[src/rtl/servo_pwm_sched.sv]
`default_nettype none
`timescale 1ns/1ps
// ============================================================================
//  Module      : servo_pwm_sched
//  Description : Multi-channel servo PWM scheduler. One shared prescaler and
//                pulse timer drive the channels strictly one after another
//                inside a fixed frame, so at most one output is ever high.
//                Widths are staged through a register port and copied into
//                shadow registers at each frame boundary.
//  Revision    : 1.0 - initial release
// ============================================================================
module servo_pwm_sched #(
    parameter int CHANNELS    = 4,
    parameter int CLK_DIV     = 50,
    parameter int FRAME_TICKS = 20000,
    parameter int MIN_PULSE   = 500,
    parameter int MAX_PULSE   = 2500,
    parameter int W           = 12,
    parameter int ADDR_W      = (CHANNELS > 1) ? $clog2(CHANNELS) : 1
) (
    input  logic                clk,
    input  logic                rst,
    input  logic                enable,
    input  logic                wr_en,
    input  logic [ADDR_W-1:0]   wr_addr,
    input  logic [W-1:0]        wr_data,
    output logic [CHANNELS-1:0] pwm_out,
    output logic                frame_start,
    output logic                active
);

    localparam int c_pre_w   = (CLK_DIV > 1) ? $clog2(CLK_DIV) : 1;
    localparam int c_frame_w = (FRAME_TICKS > 1) ? $clog2(FRAME_TICKS) : 1;
    localparam int c_ch_w    = (CHANNELS > 1) ? $clog2(CHANNELS) : 1;

    localparam logic [c_pre_w-1:0]   c_pre_last   = c_pre_w'(CLK_DIV - 1);
    localparam logic [c_frame_w-1:0] c_frame_last = c_frame_w'(FRAME_TICKS - 1);
    localparam logic [W-1:0]         c_min        = W'(MIN_PULSE);
    localparam logic [W-1:0]         c_max        = W'(MAX_PULSE);

    localparam logic [1:0] c_st_idle  = 2'd0;
    localparam logic [1:0] c_st_pulse = 2'd1;
    localparam logic [1:0] c_st_wait  = 2'd2;

    // Reject parameter sets that cannot produce a valid non-overlapping frame
    generate
        if (CHANNELS < 1 || CHANNELS > 8) begin : g_bad_channels
            $error("servo_pwm_sched: CHANNELS must be in 1..8");
        end
        if (CHANNELS * MAX_PULSE > FRAME_TICKS) begin : g_bad_frame
            $error("servo_pwm_sched: CHANNELS*MAX_PULSE exceeds FRAME_TICKS");
        end
        if (MIN_PULSE < 1 || MIN_PULSE > MAX_PULSE) begin : g_bad_min
            $error("servo_pwm_sched: MIN_PULSE must be in 1..MAX_PULSE");
        end
        if (CLK_DIV < 1) begin : g_bad_div
            $error("servo_pwm_sched: CLK_DIV must be at least 1");
        end
        if (W < 31 && MAX_PULSE >= (1 << W)) begin : g_bad_width
            $error("servo_pwm_sched: W too narrow for MAX_PULSE");
        end
        if (ADDR_W < c_ch_w) begin : g_bad_addr
            $error("servo_pwm_sched: ADDR_W too narrow for CHANNELS");
        end
    endgenerate

    logic [1:0]          r_state;
    logic [1:0]          w_state_nxt;
    logic [W-1:0]        r_staging [CHANNELS];
    logic [W-1:0]        r_shadow  [CHANNELS];
    logic [c_pre_w-1:0]  r_pre;
    logic [c_frame_w-1:0] r_ftick;
    logic [W-1:0]        r_ptick;
    logic [c_ch_w-1:0]   r_ch;
    logic [c_ch_w-1:0]   w_ch_nxt;
    logic [CHANNELS-1:0] r_pwm;
    logic [CHANNELS-1:0] w_pwm_nxt;
    logic                r_fs;
    logic                w_fs_nxt;
    logic                w_tick;
    logic                w_frame_end;
    logic                w_pulse_end;
    logic                w_start;
    logic [W-1:0]        w_cur_width;
    logic                w_first_valid;
    logic [c_ch_w-1:0]   w_first_idx;
    logic                w_next_valid;
    logic [c_ch_w-1:0]   w_next_idx;

    // Write clamping: 0 disables, short pulses are stretched, long ones cut
    function automatic logic [W-1:0] f_clamp(input logic [W-1:0] v);
        if (v == '0)
            return '0;
        else if (v < c_min)
            return c_min;
        else if (v > c_max)
            return c_max;
        else
            return v;
    endfunction

    // Tick, frame-end and pulse-end decode from the shared counters
    always_comb begin
        w_tick      = (r_pre == c_pre_last);
        w_frame_end = (r_state != c_st_idle) && w_tick && (r_ftick == c_frame_last);
        w_cur_width = '0;
        for (int i = 0; i < CHANNELS; i++) begin
            if (r_ch == c_ch_w'(i))
                w_cur_width = r_shadow[i];
        end
        w_pulse_end = (r_state == c_st_pulse) && w_tick && (r_ptick == w_cur_width - 1'b1);
        w_start     = enable && ((r_state == c_st_idle) || w_frame_end);
    end

    // Priority encoders: first enabled channel of the frame being loaded
    // (from staging, since shadow is captured on the same edge) and the next
    // enabled channel above the one currently running
    always_comb begin
        w_first_valid = 1'b0;
        w_first_idx   = '0;
        w_next_valid  = 1'b0;
        w_next_idx    = '0;
        for (int i = CHANNELS - 1; i >= 0; i--) begin
            if (r_staging[i] != '0) begin
                w_first_valid = 1'b1;
                w_first_idx   = c_ch_w'(i);
            end
            if ((c_ch_w'(i) > r_ch) && (r_shadow[i] != '0)) begin
                w_next_valid = 1'b1;
                w_next_idx   = c_ch_w'(i);
            end
        end
    end

    // State register
    always_ff @(posedge clk) begin
        if (rst)
            r_state <= c_st_idle;
        else
            r_state <= w_state_nxt;
    end

    // Next-state logic; frame restart wins over a pulse ending on the same edge
    always_comb begin
        w_state_nxt = r_state;
        w_ch_nxt    = r_ch;
        if (!enable) begin
            w_state_nxt = c_st_idle;
            w_ch_nxt    = '0;
        end else if (w_start) begin
            w_state_nxt = w_first_valid ? c_st_pulse : c_st_wait;
            w_ch_nxt    = w_first_idx;
        end else if (w_pulse_end) begin
            w_state_nxt = w_next_valid ? c_st_pulse : c_st_wait;
            w_ch_nxt    = w_next_idx;
        end
    end

    // Output decode: one-hot of the channel that will run after this edge
    always_comb begin
        w_pwm_nxt = '0;
        if (w_state_nxt == c_st_pulse)
            w_pwm_nxt[w_ch_nxt] = 1'b1;
        w_fs_nxt = w_start;
    end

    // Staging writes, shadow capture, counters and registered outputs
    always_ff @(posedge clk) begin
        if (rst) begin
            for (int i = 0; i < CHANNELS; i++) begin
                r_staging[i] <= '0;
                r_shadow[i]  <= '0;
            end
            r_pre   <= '0;
            r_ftick <= '0;
            r_ptick <= '0;
            r_ch    <= '0;
            r_pwm   <= '0;
            r_fs    <= 1'b0;
        end else begin
            for (int i = 0; i < CHANNELS; i++) begin
                if (wr_en && (wr_addr == ADDR_W'(i)))
                    r_staging[i] <= f_clamp(wr_data);
            end
            if (w_start) begin
                for (int i = 0; i < CHANNELS; i++)
                    r_shadow[i] <= r_staging[i];
                r_pre   <= '0;
                r_ftick <= '0;
                r_ptick <= '0;
            end else if (w_state_nxt == c_st_idle) begin
                r_pre   <= '0;
                r_ftick <= '0;
                r_ptick <= '0;
            end else begin
                if (w_tick) begin
                    r_pre   <= '0;
                    r_ftick <= r_ftick + 1'b1;
                end else begin
                    r_pre <= r_pre + 1'b1;
                end
                if (w_pulse_end)
                    r_ptick <= '0;
                else if (w_tick && (r_state == c_st_pulse))
                    r_ptick <= r_ptick + 1'b1;
            end
            r_ch  <= w_ch_nxt;
            r_pwm <= w_pwm_nxt;
            r_fs  <= w_fs_nxt;
        end
    end

    assign pwm_out     = r_pwm;
    assign frame_start = r_fs;
    assign active      = (r_state != c_st_idle);

endmodule
`default_nettype wire

[config.mk]
export PLATFORM = sky130hd
export DESIGN_NAME = servo_pwm_sched
export DESIGN_NICKNAME = d
export VERILOG_FILES = /design/src/rtl/servo_pwm_sched.sv
export SDC_FILE = /design/constraint.sdc
export NUM_CORES = 1
export LEC_CHECK = 0
export BUFFER_PORTS_ARGS = -buffer_cell sky130_fd_sc_hd__buf_4
export CORE_AREA = 2 2 119 121
export CTS_CLUSTER_DIAMETER = 80
export DETAILED_ROUTE_END_ITERATION = 8
export DIE_AREA = 0 0 121 123
export MAX_ROUTING_LAYER = met4
export PLACE_DENSITY = 0.72
export SYNTH_ARGS = -nofsm -noshare
export SYNTH_HDL_FRONTEND = slang
export SYNTH_SLANG_ARGS = --single-unit
[constraint.sdc]
create_clock -name clk -period 10.9 [get_ports clk]
set_input_delay 0 -clock clk [delete_from_list [all_inputs] [get_ports clk]]
set_output_delay 0 -clock clk [all_outputs]
set_load 0.02 [all_outputs]
==> summary.md, run 1 <==
| Metric | Value |
|---|---|
| Synthesized area | 0.00653 mm^2 |
| CP Buf/Inv Count | 1 |
| Slew headroom | 19.9% |
| Antenna cells | 0 |
| Post-route setup slack | 6.97 ns |
| Critical path required time | 11.18 ns |
| Grt total ovfl | 0 |
| Commonest cells post-synth | nor2_1 (99), edfxtp_1 (96), and2_1 (53), dfxtp_1 (42), xor2_1 (28) |
| Tcrit/Tclk final | 36.1% |
| HP Start | wr_data[10] |
| Clk Latency, worst-skew pair | 0.42 ns |
| Chip Height | 123 um |
| Power per cell area | 173 mW/mm^2 |
| FF+latch count, synth | 138 |
| Num CTS Buffers | 17 |
| Slew Viols, Final | 0 |
| Final setup vio count | 0 |
| Peak VDD IR | 0.124 mV |
| Root Buffer Master | clkbuf_16 |
| Via count | 4353 |
| TNS Setup | 0 ns |
| DR pass1 iterations | 5 |
| Nets | 616 |
| FF-to-FF path depth | 11 |
| Port bufs | 23 |
| Initial antenna violation count | 0 |
| Top cells by area, synth | edfxtp_1 (44%), dfxtp_1 (13%), nor2_1 (5.7%), and2_1 (5.1%), mux4_2 (3.8%) |
| EDFF count, synth | 96 |
| Gp weighted congestion | 0.880 |
| Post-Synthesis Net Count | 592 |
| Crit Path Category | reg -> reg |
| Top cell by count, worst path | nand2b_1 |
| Num ports | 24 |
| CTS H-Tree Depth | 4 |
| WL final | 13.6 mm |
| Crit path cell chain | mux4_2 -> inv_1 -> ha_1 -> nand2b_1 -> a2111oi_0 -> o21ai_0 -> a221oi_1 -> and4bb_1 -> nand3_1 -> nand2b_1 -> nor2_1 |
| Reg-to-reg startpoint | r_ch[1] |
| RSZ-0062 raised after global routing | false |
| Global Route Usage Sum | 20.3% |
| Post-CTS Resized | 0 |
| Initial core utilization | 48.0% |
| CP Launch Type | flip-flop |
| Leakage | 2.63 nW |
| Post-synthesis to final-layout area growth | 14.6% |
| Outcome | finished, final reports clean |
| Worst Max-Slew Pin Slew | 1.20 ns |
| Yosys top cell area share | 44.1% |
| Gate Count Post-Synth | 569 |
| Drt drc | 0 |
| Tightest Hold Check Type | in -> reg |
| Min Tclk post-route | 3.93 ns |
| Critical path fanouts, max | 18 |
| CP Capture Point | r_ptick[0] |
| CP startpoint | r_ch[1] |
| Syn avg cell area | 11.5 um^2 |
| Clock sinks | 138 |
| Clock transition at path regs | 0.06 ns |
| Pre-CTS WS | 7.07 ns |
| Number of global-route vias before repair | 4288 |
| Crit path depth | 11 |
| CTS tree | yes |
| Max Root-Sink Buffers | 2 |
| Slowest CP cell | dfxtp_1 |
| CP delay by family, top | compound AO/OA/AOI/OAI gates |
| Final hold vios | 0 |
| Arrival @ worst endpoint | 4.21 ns |
| Synth async-reset ratio | 0% |
| Clk_skew | 0.00794 ns |
| Antenna Violating Nets Remaining | 0 |
| RR Endpoint | r_ptick[0] |
| Layout cells sized above 1 | 14.7% |
| Row count | 43 |
| First-pass GRT wire length | 21.9 mm |
| Largest net degree at the start of global routing | 50 |
| Ys flop type | edfxtp_1 |
| Leading area contributor after synthesis | edfxtp_1 |
| Die area | 0.0149 mm^2 |
| Worst Setup End Kind | flip-flop |
| Critical Path Max Stage Delay | 0.77 ns |
| Cell with the most instances after synthesis | nor2_1 |
| FF-to-FF setup slack | 6.97 ns |
| Number of max-cap violations | 0 |
| Fill cell count | 1120 |
| Starting DRT DRC Count | 259 |
| Highest clock rate | 0.254 GHz |
| Vias/cell | 5.55 |
| Die width | 121 um |
| Core ar. | 0.0136 mm^2 |
| Synth cell types | 63 |
| DR WL/cell | 17.3 um |
| Sequential area share after synthesis | 57.0% |
| Hpwl dp | 10.1 mm |
| YS warnings | 0 |
kinds of logic after synthesis:
family          count (synthesis)  share of synthesized area, %
simple gates                  286                          23.7
flops                         138                          57.0
compound gates                 45                          5.30
xor+xnor                       43                          5.76
buf+inv                        32                          2.03
mux                            20                          5.25
fa+ha+maj                       5                         0.957
cells in the final DEF, fill, tap and decap left out, drive strengths merged, types with 15 or more instances in the layout:
cell type and instances:
nor4 24, nor2 99, clkbuf 18, and2 53
xor2 28, edfxtp 96, dfxtp 42, nand3 16
xnor2 15, nand2 20, buf 25
cell type report:
cell class	instances	area [um^2]	area share (%)
Inverter	11	41.3	0.551
Tap cell	180	225	3.01
Multi-Input combinational cell	399	2680	35.8
Timing Repair Buffer	26	198	2.64
Clock inverter	13	190	2.54
Clock buffer	18	429	5.73
Sequential cell	138	3720	49.7
stage by stage:
step	cell area (um^2)	util [%]	instances	hold slack, ns	power, mW
5_1_grt	7490	55.0	785	0.0452	1.33
3_3_place_gp	6860	50.4	753	0.267	0.700
6_report	7490	55.0	785	0.0351	1.30
3_5_place_dp	6860	50.4	753	0.270	0.702
2_1_floorplan	6530	-	569	0.255	0.669
4_1_cts	7490	55.0	785	0.0167	1.30
layer usage:
metal,GRT usage (%),wire (um)
met2,33.9,6830
met4,10.2,484
met1,22.9,5770
met3,4.84,524
met5,-,0
worst min path at each step:
| stage | to | slack (ns) | cells after the start |
|---|---|---|---|
| global route | r_staging[3][11] | 0.05 | 3 |
| finish | r_staging[1][10] | 0.04 | 3 |
| floorplan | r_staging[1][2] | 0.26 | 2 |
| detailed placement | r_state[1] | 0.27 | 2 |
| global placement | r_state[1] | 0.27 | 2 |
| CTS | r_staging[1][10] | 0.02 | 3 |
state kept, by name (all words and copies together), names as in the netlist:
signal	flops
r_staging	48
r_ch	2
r_state	2
r_ftick	15
r_shadow	48
r_pre	6
pwm_out	4
frame_start	1
r_ptick	12
worst min-delay path, cell delays in order:
cell,delay [ns]
buf_4,0.10
nand2_1,0.13
nor2_1,0.11
timing repair:
item                                   4_1_cts  5_1_grt
hold buffers                                 1        0
endpoints found under the hold margin        3        0
buffers inserted                             0        0
report_power, final:
part / internal (mW) / switching, mW
registers: 0.593 / 0.0179
clock network: 0.383 / 0.219
logic: 0.0316 / 0.0509
(Power assumes the default switching activity.)
==> run 2, diff against run 1 <==
==> constraint.sdc (replaced) <==
create_clock -name clk -period 4.1 [get_ports clk]
set_input_delay 0 -clock clk [delete_from_list [all_inputs] [get_ports clk]]
set_output_delay 0 -clock clk [all_outputs]
set_load 0.02 [all_outputs]
==> run 2 against run 1 <==
Effect of this change:
- cell area hardly changed
- total power grew to 2.6 times the previous value
- first-iteration DRC count up 37%
- clock skew hardly changed
- setup slack worse by 6.6 ns
- wire length increased by 2.9%
- via count is 0.16% lower
- sequential cell count is the same
- largest power group unchanged
- global-route usage increased by 1.2 points
- combinational power rose to 2.7 times the previous value
- non-clock buffer count is 4 higher
==> summary.md, run 2 (synthesized netlist as in run 1, its figures left out) <==
| Metric | Value |
|---|---|
| Outcome | finished, final reports clean (unchanged) |
| CTS H-Tree Depth | 4 (unchanged) |
| P_sw | 0.748 mW (was 0.288 mW) |
| First-pass GRT wire length | 23.2 mm (was 21.9 mm) |
| Via count | 4346 (was 4353) |
| Fill cell count | 1147 (was 1120) |
| Worst Setup End Kind | flip-flop (unchanged) |
| Clk_skew | 0.00819 ns (was 0.00794 ns) |
| Critical path required time | 4.39 ns (was 11.18 ns) |
| Tcrit/Tclk final | 91.3% (was 36.1%) |
| Most common cell after layout, fill and taps aside | nor2_1 (unchanged) |
| Gate power share | 6.6% (was 6.4%) |
| RSZ-0062 raised after global routing | false (unchanged) |
| Slew headroom | 20.4% (was 19.9%) |
| Num ports | 24 (unchanged) |
| Hpwl dp | 10.3 mm (was 10.1 mm) |
| Die area | 0.0149 mm^2 (unchanged) |
| Core ar. | 0.0136 mm^2 (unchanged) |
| Gp weighted congestion | 0.896 (was 0.880) |
| Antenna cells | 0 (unchanged) |
| Initial antenna violation count | 0 (unchanged) |
| CTS tree | yes (unchanged) |
| Critical path fanouts, max | 20 (was 18) |
| Tightest Hold Check Type | in -> reg (unchanged) |
| Peak VDD IR | 0.290 mV (was 0.124 mV) |
| Layout cells sized above 1 | 14.8% (was 14.7%) |
| Final setup vio count | 0 (unchanged) |
| Die width | 121 um (unchanged) |
| Highest clock rate | 0.267 GHz (was 0.254 GHz) |
| Max Root-Sink Buffers | 2 (unchanged) |
| Arrival @ worst endpoint | 4.04 ns (was 4.21 ns) |
| DR WL/cell | 17.8 um (was 17.3 um) |
| Largest regs | r_shadow (48), r_staging (48), r_ftick (15) (unchanged) |
| Initial core utilization | 48.0% (unchanged) |
| Power per cell area | 448 mW/mm^2 (was 173 mW/mm^2) |
| Net Sw Frac | 22.3% (was 22.2%) |
| DR pass1 iterations | 4 (was 5) |
| Port bufs | 23 (unchanged) |
| Grt total ovfl | 0 (unchanged) |
| Min Tclk post-route | 3.74 ns (was 3.93 ns) |
| Number of max-cap violations | 0 (unchanged) |
| CP Launch Type | flip-flop (unchanged) |
| Leakage | 2.64 nW (was 2.63 nW) |
| Chip Height | 123 um (unchanged) |
| Starting DRT DRC Count | 355 (was 259) |
| WL final | 14.0 mm (was 13.6 mm) |
| Row count | 43 (unchanged) |
| Nets | 620 (was 616) |
| Root Buffer Master | clkbuf_16 (unchanged) |
| Most frequent cells in the layout | nor2_1 (98), edfxtp_1 (96), and2_1 (53) (unchanged) |
| Slew Viols, Final | 0 (unchanged) |
| Crit Path Category | reg -> reg (unchanged) |
| Largest net degree at the start of global routing | 50 (unchanged) |
| Clock network power share | 45.0% (was 46.5%) |
| TNS Setup | 0 ns (unchanged) |
| Num CTS Buffers | 17 (unchanged) |
| Placed Instance Area | 0.00688 mm^2 (was 0.00686 mm^2) |
| Worst Max-Slew Pin Slew | 1.19 ns (was 1.20 ns) |
| Final hold vios | 0 (unchanged) |
| Number of global-route vias before repair | 4464 (was 4288) |
| Clock transition at path regs | 0.06 ns (about the same) |
| Cell Int Power | 2.60 mW (was 1.01 mW) |
| Total design power | 3.35 mW (was 1.30 mW) |
| Clock sinks | 138 (unchanged) |
| Drt drc | 0 (unchanged) |
| FF-to-FF setup slack | 0.36 ns (was 6.97 ns) |
| Sequential Power Share | 48.4% (was 47.1%) |
| Antenna Violating Nets Remaining | 0 (unchanged) |
| Vias/cell | 5.51 (was 5.55) |
| Final Cell Area | 0.00748 mm^2 (was 0.00749 mm^2) |
| Global Route Usage Sum | 21.4% (was 20.3%) |
| Post-synthesis to final-layout area growth | 14.5% (was 14.6%) |
| Clk Latency, worst-skew pair | 0.43 ns (was 0.42 ns) |
| Post-CTS Setup Repair Bufs | 0 (unchanged) |
## run 2: cell count changes in the layout (fill, tap and decap cells not counted), sizes merged
cell | before | now
clkinv | 2 | 6
buf | 25 | 28
inv | 14 | 12
bufinv | 4 | 3
clkbuf | 18 | 17
dlygate4sd3 | 1 | 2
## run 2: cell type report
class                           count  area (um^2)  area share, %
Sequential cell                   138         3720           49.8
Multi-Input combinational cell    399         2680           35.8
Clock buffer                       17          425           5.68
Timing Repair Buffer               30          230           3.08
Tap cell                          180          225           3.01
Clock inverter                     14          155           2.07
Inverter                           11         41.3          0.552
## run 2: power by group through the flow
stage	clock network (mW)	registers, mW	logic (mW)
floorplan	0	1.63	0.151
global placement	0	1.65	0.213
detailed placement	0	1.65	0.219
CTS	1.53	1.62	0.223
global route	1.60	1.63	0.244
finish	1.51	1.62	0.222
## run 2: metal layers
metal  up-vias  share of wire (%)  GRT usage, %  wire length [um]
li1       2135                  -             -                 -
met1      2113                 42          24.6              5930
met2        75                 52          36.0              7330
met3        23                3.3          6.13               464
met4         0                2.0          7.99               286
met5         -                  0             -                 0
## run 2: metrics by stage
| stage | hold WS (ns) | setup WS, ns | instances | util, % |
|---|---|---|---|---|
| floorplan | 0.255 | 0.584 | 569 | - |
| global placement | 0.267 | 0.459 | 756 | 50.6 |
| detailed placement | 0.273 | 0.347 | 756 | 50.6 |
| CTS | 0.00762 | 0.343 | 789 | 55.0 |
| global route | 0.0159 | 0.0718 | 789 | 55.0 |
| finish | 0.0110 | 0.356 | 789 | 55.0 |
## run 2: worst max-delay path, stage by stage, from the launching register on
cell and delay, ns:
dfxtp_1 0.46, buf_4 0.35, mux4_2 0.66, or4_4 0.55, or3_1 0.38, a221oi_1 0.27
and4bb_1 0.31, nand3_1 0.15, nand2b_1 0.38, nor2_1 0.10
## run 2: path summary, 6_finish.rpt
path,start,end,depth (start not counted)
worst max-delay path,r_ch[0],r_ptick[9],9
worst min-delay path,wr_data[11],r_staging[1][11],3
worst max register to register,r_ch[0],r_ptick[9],9
worst min register to register,r_pre[0],r_pre[0],1
## run 2: timing repair
action                                  CTS  global route
hold buffers                              2             0
hold endpoints to repair                  4             0
resized for setup                         0             1
endpoints found under the setup margin    0            11
